### config.mk
export PLATFORM = sky130hd
export DESIGN_NAME = tx_mem_streamer
export DESIGN_NICKNAME = d
export VERILOG_FILES = /design/src/rtl/filter_pkg.sv /design/src/rtl/tx_mem_streamer.sv
export SDC_FILE = /design/constraint.sdc
export NUM_CORES = 1
export LEC_CHECK = 0
export CORE_MARGIN = 2
export CORE_UTILIZATION = 40
export CTS_BUF_LIST = sky130_fd_sc_hd__clkbuf_2
export CTS_CLUSTER_SIZE = 28
export DETAILED_ROUTE_END_ITERATION = 16
export DONT_BUFFER_PORTS = 1
export PLACE_DENSITY_LB_ADDON = 0.2
export REMOVE_ABC_BUFFERS = 1
export SLEW_MARGIN = 20
export SYNTH_ARGS = -nofsm -noshare
export SYNTH_HDL_FRONTEND = slang
export SYNTH_SLANG_ARGS = --single-unit
### constraint.sdc
create_clock -name clk -period 4.2 [get_ports clk]
set_clock_uncertainty 0.1 [all_clocks]
set_input_delay 0.42 -clock clk [delete_from_list [all_inputs] [get_ports clk]]
set_output_delay 0.42 -clock clk [all_outputs]
set_load 0.01 [all_outputs]
### src/rtl/filter_pkg.sv
// Shared definitions for the masked 2D filter top: default widths, the
// output-streamer state encoding and the UART command bytes.
package filter_pkg;

    localparam int unsigned DEF_DATA_W = 8;
    localparam int unsigned DEF_DIM_W  = 8;
    localparam int unsigned DEF_ADDR_W = 16;

    // Header states exist in the encoding but are only visited with TX_HEADER_EN.
    typedef enum logic [2:0] {
        IDLE  = 3'd0,
        HDR_H = 3'd1,
        HDR_W = 3'd2,
        READ  = 3'd3,
        WAIT  = 3'd4,
        SEND  = 3'd5
    } state_t;

    localparam logic [7:0] CMD_HEIGHT = 8'h68; // 'h'
    localparam logic [7:0] CMD_WIDTH  = 8'h77; // 'w'
    localparam logic [7:0] CMD_OUTPUT = 8'h6F; // 'o'

endpackage

### src/rtl/tx_mem_streamer.sv
// Streams height*width bytes of the output image memory, address 0 upward,
// to the UART transmitter over a valid/ready handshake.
// Optional macro TX_HEADER_EN: prefix the stream with the height and width bytes.
module tx_mem_streamer
    import filter_pkg::*;
#(
    parameter int unsigned DATA_W = DEF_DATA_W,
    parameter int unsigned DIM_W  = DEF_DIM_W,
    parameter int unsigned ADDR_W = DEF_ADDR_W
) (
    input  logic              clk,
    input  logic              rst,
    input  logic              start,
    input  logic [DIM_W-1:0]  height,
    input  logic [DIM_W-1:0]  width,
    output logic              mem_rd_en,
    output logic [ADDR_W-1:0] mem_addr,
    input  logic [DATA_W-1:0] mem_rd_data,
    output logic [DATA_W-1:0] tx_data,
    output logic              tx_valid,
    input  logic              tx_ready,
    output logic              busy,
    output logic              done
);

    localparam int unsigned PROD_W = 2 * DIM_W;

    state_t              state;
    logic [ADDR_W-1:0]   addr;
    logic [ADDR_W-1:0]   total;
    logic [ADDR_W-1:0]   addr_inc_c;
    logic [PROD_W-1:0]   prod_c;
`ifdef TX_HEADER_EN
    logic [DIM_W-1:0]    hdr_width;
`endif

    // Full-width byte count and the next pixel address.
    assign prod_c     = PROD_W'(height) * PROD_W'(width);
    assign addr_inc_c = addr + ADDR_W'(1);

    // Streaming FSM with address counter and registered UART/memory outputs.
    always_ff @(posedge clk or negedge rst) begin
        if (!rst) begin
            state     <= IDLE;
            addr      <= '0;
            total     <= '0;
            mem_rd_en <= 1'b0;
            mem_addr  <= '0;
            tx_data   <= '0;
            tx_valid  <= 1'b0;
            busy      <= 1'b0;
            done      <= 1'b0;
`ifdef TX_HEADER_EN
            hdr_width <= '0;
`endif
        end else begin
            done <= 1'b0;
            case (state)
                IDLE: begin
                    if (start) begin
                        total <= ADDR_W'(prod_c);
                        addr  <= '0;
`ifdef TX_HEADER_EN
                        hdr_width <= width;
                        tx_data   <= DATA_W'(height);
                        tx_valid  <= 1'b1;
                        busy      <= 1'b1;
                        state     <= HDR_H;
`else
                        if (prod_c == '0) begin
                            done <= 1'b1;
                        end else begin
                            busy      <= 1'b1;
                            mem_rd_en <= 1'b1;
                            mem_addr  <= '0;
                            state     <= READ;
                        end
`endif
                    end
                end
`ifdef TX_HEADER_EN
                HDR_H: begin
                    if (tx_ready) begin
                        tx_data <= DATA_W'(hdr_width);
                        state   <= HDR_W;
                    end
                end
                HDR_W: begin
                    if (tx_ready) begin
                        tx_valid <= 1'b0;
                        if (total == '0) begin
                            busy  <= 1'b0;
                            done  <= 1'b1;
                            state <= IDLE;
                        end else begin
                            mem_rd_en <= 1'b1;
                            mem_addr  <= '0;
                            state     <= READ;
                        end
                    end
                end
`endif
                READ: begin
                    mem_rd_en <= 1'b0;
                    state     <= WAIT;
                end
                WAIT: begin
                    tx_data  <= mem_rd_data;
                    tx_valid <= 1'b1;
                    state    <= SEND;
                end
                SEND: begin
                    if (tx_ready) begin
                        tx_valid <= 1'b0;
                        addr     <= addr_inc_c;
                        if (addr_inc_c == total) begin
                            busy  <= 1'b0;
                            done  <= 1'b1;
                            state <= IDLE;
                        end else begin
                            mem_rd_en <= 1'b1;
                            mem_addr  <= addr_inc_c;
                            state     <= READ;
                        end
                    end
                end
                default: begin
                    mem_rd_en <= 1'b0;
                    tx_valid  <= 1'b0;
                    busy      <= 1'b0;
                    state     <= IDLE;
                end
            endcase
        end
    end

endmodule

==> flow_metrics.env, run 1 <==
export IMPL_hold_viol=0
export IMPL_arrival_ns=4.79
export IMPL_insertion_delay_ns=0.51
export IMPL_cts_tree="yes"
export IMPL_crit_top_cell="fa_1"
export IMPL_hold_path_class="input pin to flop"
export IMPL_cts_sinks=63
export IMPL_netlist_area_mm2=0.005863
export IMPL_cp_slowest_stage_delay_ns=0.51
export IMPL_die_y_um=125.1
export IMPL_num_fill_cells=1368
export IMPL_synth_seq_area_share_pct=26.89
export IMPL_die_area_mm2=0.01564
export IMPL_overflow=0
export IMPL_nets=812
export IMPL_initial_utilization_pct=40.65
export IMPL_synth_top_area_share_pct=26.89
export IMPL_cts_buffers=9
export IMPL_synth_common_cells="nand2_1 (91), dfrtp_1 (63), inv_1 (58)"
export IMPL_worstPathCellList="and2_4, fa_1, fa_1, fa_1, inv_2, fa_1, inv_2, ha_4, nand2_2, a211o_1, buf_6, a2111o_1, o211ai_1, a2111oi_4, and4_4, buf_6, o21a_4, a21o_1"
export IMPL_firstDrtPassIters=4
export IMPL_yosysMostFrequentCell="nand2_1"
export IMPL_p_leak_nw=3.040
export IMPL_fin_crit_ns=4.486
export IMPL_dp_cells=857
export IMPL_period_share_pct=106.8
export IMPL_rsz0062_at_grt="yes"
export IMPL_r2r_slack_ns=0.68
export IMPL_fp_coreArea_mm2=0.01442
export IMPL_drt_iter0_drc=255
export IMPL_fmax_ghz=0.2229
export IMPL_drc=0
export IMPL_path_class="input pin to flop"
export IMPL_die_w_um=125.1
export IMPL_dp_hpwl_um=11170
export IMPL_crit_family="adder cells"
export IMPL_slew_violations=0
export IMPL_path_buf_inv=4
export IMPL_grt_pass1_vias=5016
export IMPL_worstSetupEndpointType="flop"
export IMPL_grt_usage_pct=19.30
export IMPL_cap_violations=0
export IMPL_clk_pin_slew_ns=0.18
export IMPL_synth_seq_cells=63
export IMPL_yosys_warnings=0
export IMPL_antenna_found_initial=1
export IMPL_cp_slowest_cell="fa_1"
export IMPL_seq_area_mm2=0.001577
export IMPL_post_synth_cell_area_avg_um2=8.897
export IMPL_grt_start_max_net_pins=64
export IMPL_numPortBuffers=0
export IMPL_area_delta_synth_final_pct=17.69
export IMPL_wl_um=14930
export IMPL_powerDensity_mw_per_mm2=512.3
export IMPL_drive_gt1_share_pct=20.56
export IMPL_async_reset_ff_share_pct=100.0
export IMPL_fin_cells=900
export IMPL_holdWs_ns=0.1206
export IMPL_grt_pass1_wl_um=24820
export IMPL_netlist_instances=659
export IMPL_drtAntennaViolNets=0
export IMPL_gp_congestion=0.9541
export IMPL_failed_checks="negative setup slack"
export IMPL_cts_buffer_depth=2
export IMPL_yosysTopAreaCell="dfrtp_1"
export IMPL_crit_fanout=8
export IMPL_post_route_worst_setup_slack_ns=-0.2859
export IMPL_totalPowerFinal_w=0.003535
export IMPL_worstPathRequired_ns=4.51
export IMPL_htree_num_levels=3
export IMPL_max_slew_margin_pct=29.07
export IMPL_ys_top_cells_by_area="dfrtp_1 (27%), fa_1 (12%), ha_1 (7.9%)"
export IMPL_status="finished with violations"
export IMPL_row_count=44
export IMPL_peakVddDrop_mv=0.2063
export IMPL_finalSetupViolCount=22
export IMPL_synth_cell_types=65
export IMPL_synth_edf_count=0
export IMPL_ys_flop_type="dfrtp_1"
export IMPL_root_buffer="clkbuf_2"
export IMPL_multi_input_area_mm2=0.004165
export IMPL_ioPinCount=56
export IMPL_dr_total_vias=4859
export IMPL_tightest_slew_ns=1.061
export IMPL_wl_per_cell_um=16.59
export IMPL_start_kind="input pin"
export IMPL_via_per_inst=5.399
==> final cells by class <==
class,count,share of cell area [%]
sequential,63,22.85
clock buffer,10,0.7253
multi-input combinational,505,60.36
antenna,1,0.03626
inverter,58,3.155
timing repair buffer,74,9.157
tap,184,3.336
clock inverter,5,0.3808
==> layout by cell type, fill, tap and decap left out, drive strengths merged, types with 5 or more instances in the layout <==
cell type    synthesis  routed
buf                 16      61
a211oi               6       6
o21a                 5       5
mux2                14      14
dlygate4sd3          0      13
o21ai               39      39
a21oi               17      17
fa                  36      36
nand4                8       8
xor2                 8       8
nand3               13      13
nor4                15      15
or2                  5       5
inv                 58      58
o32ai               12      12
and3                 6       6
xnor2               22      22
a21o                 6       6
ha                  37      37
dfrtp               63      63
nor2                29      29
nand2               91      91
nand2b               7       7
clkbuf              17      10
o31ai                9       9
nor3                10      10
and2                56      56
==> per-stage QoR <==
stage                     util, %  setup TNS [ns]  setup slack, ns  cell area (um^2)
final                       47.84          -4.557          -0.2859              6900
after global routing        47.84          -5.922          -0.3287              6900
after CTS                   46.90          -1.784          -0.1415              6765
after detailed placement    43.57          -21.02           -1.082              6285
after global placement      43.55          -19.76           -1.012              6282
after floorplan                 -          -16.33          -0.9415              5699
==> path summary, 6_finish.rpt <==
| kind | from | endpoint | depth (start not counted) |
|---|---|---|---|
| max in group asynchronous | rst | total[9]$_DFFE_PN0P_ | 2 |
| setup reg to reg | addr[0]$_DFFE_PN0P_ | mem_addr[11]$_DFFE_PN0P_ | 10 |
| setup / recovery | width[2] | mem_addr[6]$_DFFE_PN0P_ | 18 |
| hold / removal | tx_ready | tx_valid$_DFFE_PN0P_ | 3 |
| min in group asynchronous | rst | addr[7]$_DFFE_PN0P_ | 2 |
| hold reg to reg | total[5]$_DFFE_PN0P_ | total[5]$_DFFE_PN0P_ | 2 |
==> flip-flops by register name, summed over array words and instances (netlist names) <==
| signal | flops |
|---|---|
| done | 1 |
| state | 3 |
| tx_valid | 1 |
| total | 16 |
| mem_rd_en | 1 |
| mem_addr | 16 |
| tx_data | 8 |
| addr | 16 |
| busy | 1 |
==> report_power, final <==
group | internal [W] | switching [W]
Clock | 0.0000719 | 0.000219
Sequential | 0.000753 | 0.000202
Combinational | 0.00118 | 0.00111
==> routing by layer <==
| metal | wire length [um] | GRT usage [%] | part of all wire [%] | vias up |
|---|---|---|---|---|
| met1 | 6369 | 23.54 | 43 | 2354 |
| li1 | - | - | - | 2382 |
| met4 | 433 | 8.039 | 2.9 | 0 |
| met2 | 7634 | 33.95 | 51 | 100 |
| met5 | 0 | 0 | 0 | - |
| met3 | 497 | 3.081 | 3.3 | 23 |
==> cells by family after synthesis <==
group,count (synthesis),synth area share [%]
buffers and inverters,91,6.509
XOR/XNOR,32,5.250
AO/OA/AOI/OAI,123,14.30
flip-flops,63,26.89
multiplexers,16,3.030
adder cells (fa/ha/maj),73,20.19
AND/OR/NAND/NOR,261,23.84
==> worst min-delay path, delay by kind of cell <==
family / cells / cell delay [ns]
AO/OA/AOI/OAI: 3 / 0.30
==> what timing repair did <==
action / CTS / global route
buffers inserted: 10 / 3
pin swaps: 37 / 15
gates resized for setup: 40 / 20
hold buffers: 12 / 2
endpoints found under the setup margin: 21 / 22
hold endpoints to repair: 72 / 2
(Power assumes the default switching activity.)
==> run 2: changes to the inputs <==
--- a/config.mk
+++ b/config.mk
@@ -5,12 +5,16 @@
 export SDC_FILE = /design/constraint.sdc
 export NUM_CORES = 1
 export LEC_CHECK = 0
+export CELL_PAD_IN_SITES_DETAIL_PLACEMENT = 0
+export CELL_PAD_IN_SITES_GLOBAL_PLACEMENT = 2
 export CORE_MARGIN = 2
 export CORE_UTILIZATION = 40
 export CTS_BUF_LIST = sky130_fd_sc_hd__clkbuf_2
 export CTS_CLUSTER_SIZE = 28
 export DETAILED_ROUTE_END_ITERATION = 16
 export DONT_BUFFER_PORTS = 1
+export GPL_TIMING_DRIVEN = 1
+export MAX_ROUTING_LAYER = met4
 export PLACE_DENSITY_LB_ADDON = 0.2
 export REMOVE_ABC_BUFFERS = 1
 export SLEW_MARGIN = 20
==> flow_metrics.env, run 2 (synthesized netlist as in run 1, its figures left out) <==
export IMPL_numPortBuffers=0
export IMPL_tightest_slew_ns=1.113
export IMPL_peakVddDrop_mv=0.2242
export IMPL_final_common_cell="nand2_1"
export IMPL_worstPathCellList="and2_4, fa_1, inv_1, fa_1, fa_1, fa_1, inv_2, ha_4, nand2_4, a211o_4, buf_6, a2111o_1, o211ai_1, a2111oi_4, and4_4, nor2_4, buf_12, buf_12, o32ai_1"
export IMPL_cap_violations=0
export IMPL_drt_iter0_drc=245
export IMPL_die_w_um=125.1
export IMPL_hold_end="tx_valid$_DFFE_PN0P_"
export IMPL_root_buffer="clkbuf_2"
export IMPL_dr_total_vias=4798
export IMPL_period_share_pct=105.3
export IMPL_status="finished with violations"
export IMPL_initial_utilization_pct=40.65
export IMPL_grt_start_max_net_pins=64
export IMPL_p_leak_nw=3.034
export IMPL_fp_coreArea_mm2=0.01442
export IMPL_hold_path_class="input pin to flop"
export IMPL_setup_tns_ns=-3.750
export IMPL_p_sw_share_pct=42.69
export IMPL_drc=0
export IMPL_mostFrequentLayoutCells="nand2_1 (88), dfrtp_1 (63), inv_1 (54)"
export IMPL_fin_crit_ns=4.421
export IMPL_p_sw_w=0.001561
export IMPL_grtUsageMet2_pct=35.65
export IMPL_post_route_worst_setup_slack_ns=-0.2206
export IMPL_drive_gt1_share_pct=19.66
export IMPL_path_class="input pin to flop"
export IMPL_powerDensity_mw_per_mm2=528.1
export IMPL_reg2reg_to="mem_addr[11]$_DFFE_PN0P_"
export IMPL_grt_busiest_layer="met2"
export IMPL_cts_buffers=9
export IMPL_area_delta_synth_final_pct=18.10
export IMPL_failed_checks="negative setup slack"
export IMPL_row_count=44
export IMPL_hold_viol=0
export IMPL_cts_sinks=63
export IMPL_cp_slowest_cell="fa_1"
export IMPL_wl_um=14830
export IMPL_nets=808
export IMPL_antenna_found_initial=1
export IMPL_overflow=0
export IMPL_die_area_mm2=0.01564
export IMPL_hp_start="tx_ready"
export IMPL_start_kind="input pin"
export IMPL_drtAntennaViolNets=0
export IMPL_p_comb_share_pct=65.6
export IMPL_grt_pass1_vias=5087
export IMPL_ioPinCount=56
export IMPL_fmax_ghz=0.2262
export IMPL_met1_usage_pct=24.28
export IMPL_seqPwrFrac_pct=26.1
export IMPL_die_y_um=125.1
export IMPL_clk_pin_slew_ns=0.17
export IMPL_insertion_delay_ns=0.53
export IMPL_finalSetupViolCount=22
export IMPL_slew_violations=0
export IMPL_reg2reg_from="addr[0]$_DFFE_PN0P_"
export IMPL_dp_hpwl_um=11360
export IMPL_ff2ff_path_depth=10
export IMPL_htree_num_levels=3
export IMPL_grt_usage_pct=20.57
export IMPL_grt_util_met3_pct=3.295
export IMPL_crit_top_cell="fa_1"
export IMPL_pwr_share_clk_pct=8.3
export IMPL_via_per_inst=5.349
export IMPL_cts_buffer_depth=2
export IMPL_firstDrtPassIters=4
export IMPL_grt_pass1_wl_um=25520
export IMPL_rsz0062_at_grt="yes"
export IMPL_r2r_slack_ns=0.70
export IMPL_holdWs_ns=0.1034
export IMPL_cts_tree="yes"
export IMPL_gp_congestion=0.8901
export IMPL_num_fill_cells=1390
export IMPL_internal_power_w=0.002096
export IMPL_worstPathRequired_ns=4.48
export IMPL_max_slew_margin_pct=25.60
export IMPL_crit_fanout=8
export IMPL_wl_per_cell_um=16.53
export IMPL_worstSetupEndpointType="flop"
export IMPL_arrival_ns=4.70
export IMPL_cp_slowest_stage_delay_ns=0.52
export IMPL_holdPathStages=3
export IMPL_reg_largest_list="addr (16), mem_addr (16), total (16)"
[run 2: cell types whose count changed in the layout (fill, tap and decap cells not counted), sizes merged]
cell,before,now
buf,61,57
clkbuf,10,11
[run 2: worst max-delay path by stage]
stage | from | end | cells past startpoint
detailed placement | width[7] | busy$_DFFE_PN0P_ | 18
CTS | width[2] | mem_addr[14]$_DFFE_PN0P_ | 18
global route | width[2] | mem_addr[7]$_DFFE_PN0P_ | 18
floorplan | width[7] | busy$_DFFE_PN0P_ | 16
global placement | width[7] | busy$_DFFE_PN0P_ | 17
finish | height[5] | mem_addr[3]$_DFFE_PN0P_ | 19
[run 2: per-stage QoR]
| step | total power (W) | std cells | instance area (um^2) | worst slack [ns] | utilization, % |
|---|---|---|---|---|---|
| 3_5_place_dp | 0.002866 | 856 | 6287 | -1.072 | 43.59 |
| 3_3_place_gp | 0.002846 | 856 | 6287 | -0.9935 | 43.59 |
| 2_1_floorplan | 0.002101 | 626 | 5699 | -0.9415 | - |
| 4_1_cts | 0.003550 | 895 | 6765 | -0.1780 | 46.90 |
| 6_report | 0.003656 | 897 | 6924 | -0.2206 | 48.00 |
| 5_1_grt | 0.003999 | 897 | 6924 | -0.3294 | 48.00 |
[run 2: final cells by class]
| class | count | area, um^2 | area share (%) |
|---|---|---|---|
| Clock buffer | 11 | 55.05 | 0.7951 |
| Clock inverter | 5 | 25.02 | 0.3614 |
| Sequential cell | 63 | 1577 | 22.77 |
| Multi-Input combinational cell | 505 | 4195 | 60.59 |
| Antenna cell | 1 | 2.502 | 0.03614 |
| Timing Repair Buffer | 70 | 621.8 | 8.981 |
| Inverter | 58 | 217.7 | 3.144 |
| Tap cell | 184 | 230.2 | 3.325 |
[run 2: layer usage]
| metal | vias up | wire length [um] |
|---|---|---|
| met1 | 2328 | 6554 |
| met2 | 71 | 7582 |
| met4 | 0 | 322 |
| met5 | - | 0 |
| met3 | 24 | 366 |
| li1 | 2375 | - |
[run 2: power groups by stage]
stage	combinational, W	clock [W]	sequential (W)
after floorplan	0.00120	0	0.000906
after global placement	0.00188	0	0.000962
after CTS	0.00228	0.000318	0.000950
after detailed placement	0.00190	0	0.000964
final	0.00240	0.000302	0.000954
after global routing	0.00268	0.000343	0.000978
[run 2: worst max-delay path, delay by kind of cell]
| family | cells | cell delay [ns] |
|---|---|---|
| buffers and inverters | 5 | 0.47 |
| AND/OR/NAND/NOR | 4 | 0.55 |
| adder cells (fa/ha/maj) | 5 | 2.24 |
| AO/OA/AOI/OAI | 5 | 0.99 |
[run 2: timing repair]
item                                    4_1_cts  5_1_grt
endpoints found under the setup margin       21       22
setup buffers                                 9        1
resized for setup                            37       27
pin swaps                                    35        8
hold buffers                                 14        0
hold endpoints to repair                     74        0
